[src/rtl/i2s_sample_feeder_if.sv]
// ============================================================================
// Module   : i2s_sample_feeder_if
// Brief    : Producer-side and transmitter-side signal bundle for the feeder.
// Revision : 1.0 - initial release
// ============================================================================
`default_nettype none

interface i2s_sample_feeder_if #(
  parameter int WIDTH = 8,
  parameter int DEPTH = 16
);
  localparam int LW = $clog2(DEPTH) + 1;

  logic [WIDTH-1:0] i_data;
  logic             i_valid;
  logic             o_ready;
  logic             i_mute;
  logic             i_clear_underrun;
  logic [WIDTH-1:0] o_sample;
  logic             o_chan;
  logic [LW-1:0]    o_level;
  logic             o_playing;
  logic             o_underrun;

  modport master (
    output i_data, i_valid, i_mute, i_clear_underrun,
    input  o_ready, o_sample, o_chan, o_level, o_playing, o_underrun
  );

  modport slave (
    input  i_data, i_valid, i_mute, i_clear_underrun,
    output o_ready, o_sample, o_chan, o_level, o_playing, o_underrun
  );
endinterface

`default_nettype wire

[src/rtl/i2s_sample_feeder.sv]
// ============================================================================
// Module   : i2s_sample_feeder
// Brief    : FIFO-buffered L/R sample feeder, phase-locked to the I2S frame.
// Revision : 1.0 - initial release
// ============================================================================
`default_nettype none

module i2s_sample_feeder #(
  parameter int WIDTH     = 8,
  parameter int DEPTH     = 16,
  parameter int PREFILL   = 8,
  parameter int UPDATE_AT = 0
) (
  input  logic               clk,
  input  logic               resetn,
  i2s_sample_feeder_if.slave bus
);

  localparam int AW = $clog2(DEPTH);
  localparam int LW = AW + 1;

  localparam logic [LW-1:0] c_depth   = LW'(DEPTH);
  localparam logic [LW-1:0] c_prefill = LW'(PREFILL);
  localparam logic [6:0]    c_update  = 7'(UPDATE_AT);

  localparam logic [0:0] c_st_wait = 1'b0;
  localparam logic [0:0] c_st_run  = 1'b1;

  logic [7:0]       r_cnt;
  logic [AW-1:0]    r_wptr;
  logic [AW-1:0]    r_rptr;
  logic [LW-1:0]    r_level;
  logic [0:0]       r_state;
  logic [WIDTH-1:0] r_sample;
  logic             r_chan;
  logic             r_underrun;
  logic [WIDTH-1:0] r_mem [DEPTH];

  logic             w_slot;
  logic             w_ready;
  logic             w_push;
  logic             w_start;
  logic             w_starve;
  logic             w_pop;
  logic [WIDTH-1:0] w_head;

  assign w_slot   = (r_cnt[6:0] == c_update);
  assign w_ready  = (r_level < c_depth);
  assign w_push   = bus.i_valid & w_ready;
  // Playback (re)starts only on a left slot so L/R pairing survives underruns
  assign w_start  = w_slot & (r_state == c_st_wait) & ~r_cnt[7] & (r_level >= c_prefill);
  assign w_starve = w_slot & (r_state == c_st_run) & (r_level == '0);
  assign w_pop    = w_start | (w_slot & (r_state == c_st_run) & (r_level != '0));
  assign w_head   = r_mem[r_rptr];

  always_ff @(posedge clk or negedge resetn) begin
    if (!resetn) begin
      r_cnt <= '0;
    end else begin
      r_cnt <= r_cnt + 1'b1;
    end
  end

  // Storage carries no reset; occupancy is tracked by the pointers and level
  always_ff @(posedge clk) begin
    if (w_push) begin
      r_mem[r_wptr] <= bus.i_data;
    end
  end

  always_ff @(posedge clk or negedge resetn) begin
    if (!resetn) begin
      r_wptr  <= '0;
      r_rptr  <= '0;
      r_level <= '0;
    end else begin
      if (w_push) begin
        r_wptr <= r_wptr + 1'b1;
      end
      if (w_pop) begin
        r_rptr <= r_rptr + 1'b1;
      end
      case ({w_push, w_pop})
        2'b10:   r_level <= r_level + 1'b1;
        2'b01:   r_level <= r_level - 1'b1;
        default: r_level <= r_level;
      endcase
    end
  end

  always_ff @(posedge clk or negedge resetn) begin
    if (!resetn) begin
      r_state <= c_st_wait;
    end else if (w_start) begin
      r_state <= c_st_run;
    end else if (w_starve) begin
      r_state <= c_st_wait;
    end
  end

  always_ff @(posedge clk or negedge resetn) begin
    if (!resetn) begin
      r_sample <= '0;
      r_chan   <= 1'b0;
    end else if (w_slot) begin
      r_chan <= r_cnt[7];
      if (w_pop && !bus.i_mute) begin
        r_sample <= w_head;
      end else begin
        r_sample <= '0;
      end
    end
  end

  always_ff @(posedge clk or negedge resetn) begin
    if (!resetn) begin
      r_underrun <= 1'b0;
    end else if (w_starve) begin
      r_underrun <= 1'b1;
    end else if (bus.i_clear_underrun) begin
      r_underrun <= 1'b0;
    end
  end

  assign bus.o_ready    = w_ready;
  assign bus.o_sample   = r_sample;
  assign bus.o_chan     = r_chan;
  assign bus.o_level    = r_level;
  assign bus.o_playing  = (r_state == c_st_run);
  assign bus.o_underrun = r_underrun;

endmodule

`default_nettype wire

[src/flat_wrapper.sv]
// flat-port wrapper written by rule: the top's interface ports become plain ports
module i2s_sample_feeder_flat 
#(
  parameter int WIDTH     = 8,
  parameter int DEPTH     = 16,
  parameter int PREFILL   = 8,
  parameter int UPDATE_AT = 0
)
  (clk, resetn, bus_i_data, bus_i_valid, bus_i_mute, bus_i_clear_underrun, bus_o_ready, bus_o_sample, bus_o_chan, bus_o_level, bus_o_playing, bus_o_underrun);
  i2s_sample_feeder_if #(.WIDTH(WIDTH), .DEPTH(DEPTH)) bus_i ();
  input  logic clk;
  input  logic resetn;
  input wire logic [$bits(bus_i.i_data)-1:0] bus_i_data;
  input wire logic [$bits(bus_i.i_valid)-1:0] bus_i_valid;
  input wire logic [$bits(bus_i.i_mute)-1:0] bus_i_mute;
  input wire logic [$bits(bus_i.i_clear_underrun)-1:0] bus_i_clear_underrun;
  output wire logic [$bits(bus_i.o_ready)-1:0] bus_o_ready;
  output wire logic [$bits(bus_i.o_sample)-1:0] bus_o_sample;
  output wire logic [$bits(bus_i.o_chan)-1:0] bus_o_chan;
  output wire logic [$bits(bus_i.o_level)-1:0] bus_o_level;
  output wire logic [$bits(bus_i.o_playing)-1:0] bus_o_playing;
  output wire logic [$bits(bus_i.o_underrun)-1:0] bus_o_underrun;
  assign bus_i.i_data = bus_i_data;
  assign bus_i.i_valid = bus_i_valid;
  assign bus_i.i_mute = bus_i_mute;
  assign bus_i.i_clear_underrun = bus_i_clear_underrun;
  assign bus_o_ready = bus_i.o_ready;
  assign bus_o_sample = bus_i.o_sample;
  assign bus_o_chan = bus_i.o_chan;
  assign bus_o_level = bus_i.o_level;
  assign bus_o_playing = bus_i.o_playing;
  assign bus_o_underrun = bus_i.o_underrun;
  i2s_sample_feeder #(.WIDTH(WIDTH), .DEPTH(DEPTH), .PREFILL(PREFILL), .UPDATE_AT(UPDATE_AT)) u_core (.clk(clk), .resetn(resetn), .bus(bus_i));
endmodule
[config.mk]
export PLATFORM = sky130hd
export DESIGN_NAME = i2s_sample_feeder_flat
export DESIGN_NICKNAME = d
export VERILOG_FILES = /design/src/rtl/i2s_sample_feeder_if.sv /design/src/rtl/i2s_sample_feeder.sv /design/src/flat_wrapper.sv
export SDC_FILE = /design/constraint.sdc
export NUM_CORES = 1
export LEC_CHECK = 0
export BUFFER_PORTS_ARGS = -buffer_cell sky130_fd_sc_hd__buf_2
export CAP_MARGIN = 15
export CORE_MARGIN = 4
export CORE_UTILIZATION = 35
export CTS_CLUSTER_DIAMETER = 60
export DETAILED_ROUTE_END_ITERATION = 8
export HOLD_SLACK_MARGIN = 0.1
export PLACE_DENSITY_LB_ADDON = 0.2
export SYNTH_ARGS = -nofsm -noshare
export SYNTH_HDL_FRONTEND = slang
export SYNTH_SLANG_ARGS = --single-unit
[constraint.sdc]
create_clock -name clk -period 5.6 [get_ports clk]
set_clock_uncertainty 0.1 [all_clocks]
set_input_delay 1.12 -clock clk [delete_from_list [all_inputs] [get_ports clk]]
set_output_delay 1.12 -clock clk [all_outputs]
set_load 0.01 [all_outputs]
==> flow_summary.ini <==
[yosys]
synth_edf_count = 128
ys_warn_count = 0
netlist_instances = 376
syn_avg_cell_area_sq_um = 17.4
yosys.cell_types.count = 41
synth.area.top_cells = edfxtp_1 59%, dfrtp_1 12%, mux4_1 7.2%, mux4_2 2.4%, mux2i_1 2.1%
synth_top_area_share = 0.587
async_flop_share = 0.200
yosysTopAreaCell = edfxtp_1
syn_area_sq_um = 6550
synthFlopType = edfxtp_1
synth_seq_area_share = 0.709
synthesis.nets = 401
ys_seq_elements = 160

[floorplanning]
coreArea_sq_um = 18200
die_y_um = 145
die_w_um = 145
rows = 49
initial_core_util = 0.360
dieArea_sq_um = 21000
design.portCount = 30

[routing]
drc = 0
vias = 3461
drtIter0Drc = 291
viasPerCell = 5.28
wire_per_inst_um = 20.5
drtPass1Iterations = 5
postRouteWirelength_um = 13400
postRouteAntennaNets = 0

[critical_path]
endpoint_kind = register
ff2ff_setup_slack_ns = 2.29
required_ns = 5.84
crit_path_start_kind = register
critPathKind = reg2reg
slowest_delay_ns = 0.50
r2r_cells = 11
path_cells = nor4_2 > nand3b_1 > a21oi_4 > ha_1 > inv_1 > fa_1 > nor2b_1 > o21ai_0 > and3_1 > nor3_1 > xnor2_1
r2r_start = u_core.r_cnt[2]$_DFF_PN0_
arrival_ns = 3.55
timing.rr.end = u_core.bus.o_level[4]$_DFFE_PN0P_
slowest_stage = nand3b_1
worstPathMaxFanout = 12

[power_and_ir_drop]
p_per_area_nw_per_um2 = 371
leakagePower_nw = 2.76
peakVddDrop_mv = 0.211
p_total_mw = 2.77

[placement]
dp_hpwl_um = 8770
place.gp.congestion = 0.765
dp.cells = 621
pre_cts_ws_ns = 2.06
numPortBuffers = 29

[timing]
period_share = 0.592
fin_ws_ns = 2.29
hold_viol_final = 0
slew_viol_final = 0
clock.fmax_mhz = 302
slew_headroom = 0.271
setup_violations = 0
tns_ns = 0
rsz0062_at_grt = no
tightestPinTransition_ns = 1.09
period_needed_ns = 3.31

[hold_path]
holdPathStages = 1
min_path_type = reg2reg
hold_end = u_core.bus.o_sample[6]$_DFFE_PN0N_
holdCritStartpoint = u_core.bus.o_sample[6]$_DFFE_PN0N_

[global_routing]
grt_max_degree = 36
grt_util_all_layers = 0.139
grt_pass1_vias = 3457
grt_overflow_total = 0
grt_pass1_wl_um = 20900
antenna_found_initial = 0

[clock_tree]
clkSinkCount = 160
cts_repair_resize_count = 0
clk_latency_ns = 0.43
h-tree-depth = 4
cts_hold_buf = 0
cts_tree = yes
clk_pin_slew_ns = 0.06
cts_max_path_buffers = 2
root_buffer = clkbuf_16
numCtsBuffers = 17
postCtsSetupRepairBufs = 0

[flow_run]
maxCapViolations = 0

[final_layout]
seq_area_sq_um = 4640
area_delta_synth_final_pct = 14.0
layout_common_cells = 128 x edfxtp_1, 33 x nand2_1, 32 x dfrtp_1, 30 x buf_2, 18 x mux4_1
drive_gt1_frac = 0.178
final_cells = 656
layout_commonest_cell = edfxtp_1
nNetsFinal = 439
fillers = 1634
diodes = 0
multiInputGateArea_sq_um = 1720

[status]
status = complete, no violations
[worst max-delay path, delay by kind of cell, from the launching register on]
family / cells / cell delay, ns
compound gates: 2 / 0.51
xor+xnor: 1 / 0.15
fa+ha+maj: 2 / 0.69
flops: 1 / 0.43
simple gates: 5 / 1.24
buf+inv: 1 / 0.11
[registers in the layout (all words and copies together), names as in the netlist]
signal / count
u_core.bus.o_sample: 8
u_core.bus.o_playing: 1
u_core.bus.o_level: 5
u_core.r_rptr: 4
u_core.bus.o_chan: 1
u_core.r_mem: 128
u_core.r_wptr: 4
u_core.r_cnt: 8
u_core.bus.o_underrun: 1
[power breakdown]
part           total, mW  switching (mW)  internal [mW]
combinational      0.250           0.157         0.0924
sequential          1.42          0.0571           1.37
clock               1.10           0.453          0.647
total               2.77           0.667           2.11
[worst max path at each step]
stage                         startpoint                                end  slack (ns)  cells after the start
2_1_floorplan                bus_i_valid  u_core.bus.o_level[4]$_DFFE_PN0P_        2.63                     11
3_3_place_gp                 bus_i_valid       u_core.r_mem[1][3]$_DFFE_PP_        2.00                      4
3_5_place_dp                 bus_i_valid       u_core.r_mem[2][3]$_DFFE_PP_        2.06                      4
4_1_cts        u_core.r_cnt[2]$_DFF_PN0_  u_core.bus.o_level[4]$_DFFE_PN0P_        2.25                     11
6_report       u_core.r_cnt[2]$_DFF_PN0_  u_core.bus.o_level[4]$_DFFE_PN0P_        2.29                     11
5_1_grt        u_core.r_cnt[2]$_DFF_PN0_  u_core.bus.o_level[4]$_DFFE_PN0P_        1.88                     11
[per-layer routing]
layer / part of all wire / up-vias / track usage
met3: 0.050 / 15 / 0.0361
met5: 0 / - / 0
met1: 0.47 / 1819 / 0.195
met4: 0.015 / 0 / 0.0545
met2: 0.47 / 89 / 0.206
li1: - / 1538 / -
[synthesized netlist by cell type, drive strengths merged, types with 7 or more instances]
library cell and number:
dfrtp 32, edfxtp 128, o221ai 7, xnor2 12, buf 11, nor2 14, ha 11, a21oi 10
mux4 25, inv 15, a22o 7, mux2i 14, nand2 33, a31oi 7
[metrics by stage]
| stage | utilization | area [sq um] | hold slack, ns |
|---|---|---|---|
| detailed placement | 0.378 | 6890 | 0.384 |
| finish | 0.410 | 7470 | 0.389 |
| global placement | 0.378 | 6880 | 0.383 |
| CTS | 0.409 | 7450 | 0.397 |
| global route | 0.410 | 7470 | 0.412 |
| floorplan | - | 6550 | 0.357 |
[cell type report]
| type | count | share of cell area |
|---|---|---|
| Clock buffer | 23 | 0.0640 |
| Clock inverter | 9 | 0.0111 |
| Inverter | 15 | 0.00754 |
| Multi-Input combinational cell | 184 | 0.231 |
| Sequential cell | 160 | 0.622 |
| Tap cell | 229 | 0.0384 |
| Timing Repair Buffer | 36 | 0.0261 |
[cell families (layout without fill, tap and decap cells)]
kind of cell / count (synthesis) / after routing / synth area share
multiplexers: 40 / 40 / 0.119
adder cells (fa/ha/maj): 12 / 12 / 0.0241
flip-flops: 160 / 160 / 0.709
AO/OA/AOI/OAI: 42 / 42 / 0.0455
buffers and inverters: 32 / 83 / 0.0277
XOR/XNOR: 16 / 16 / 0.0214
AND/OR/NAND/NOR: 74 / 74 / 0.0529
Note: power is estimated with default switching activity, not from simulation.
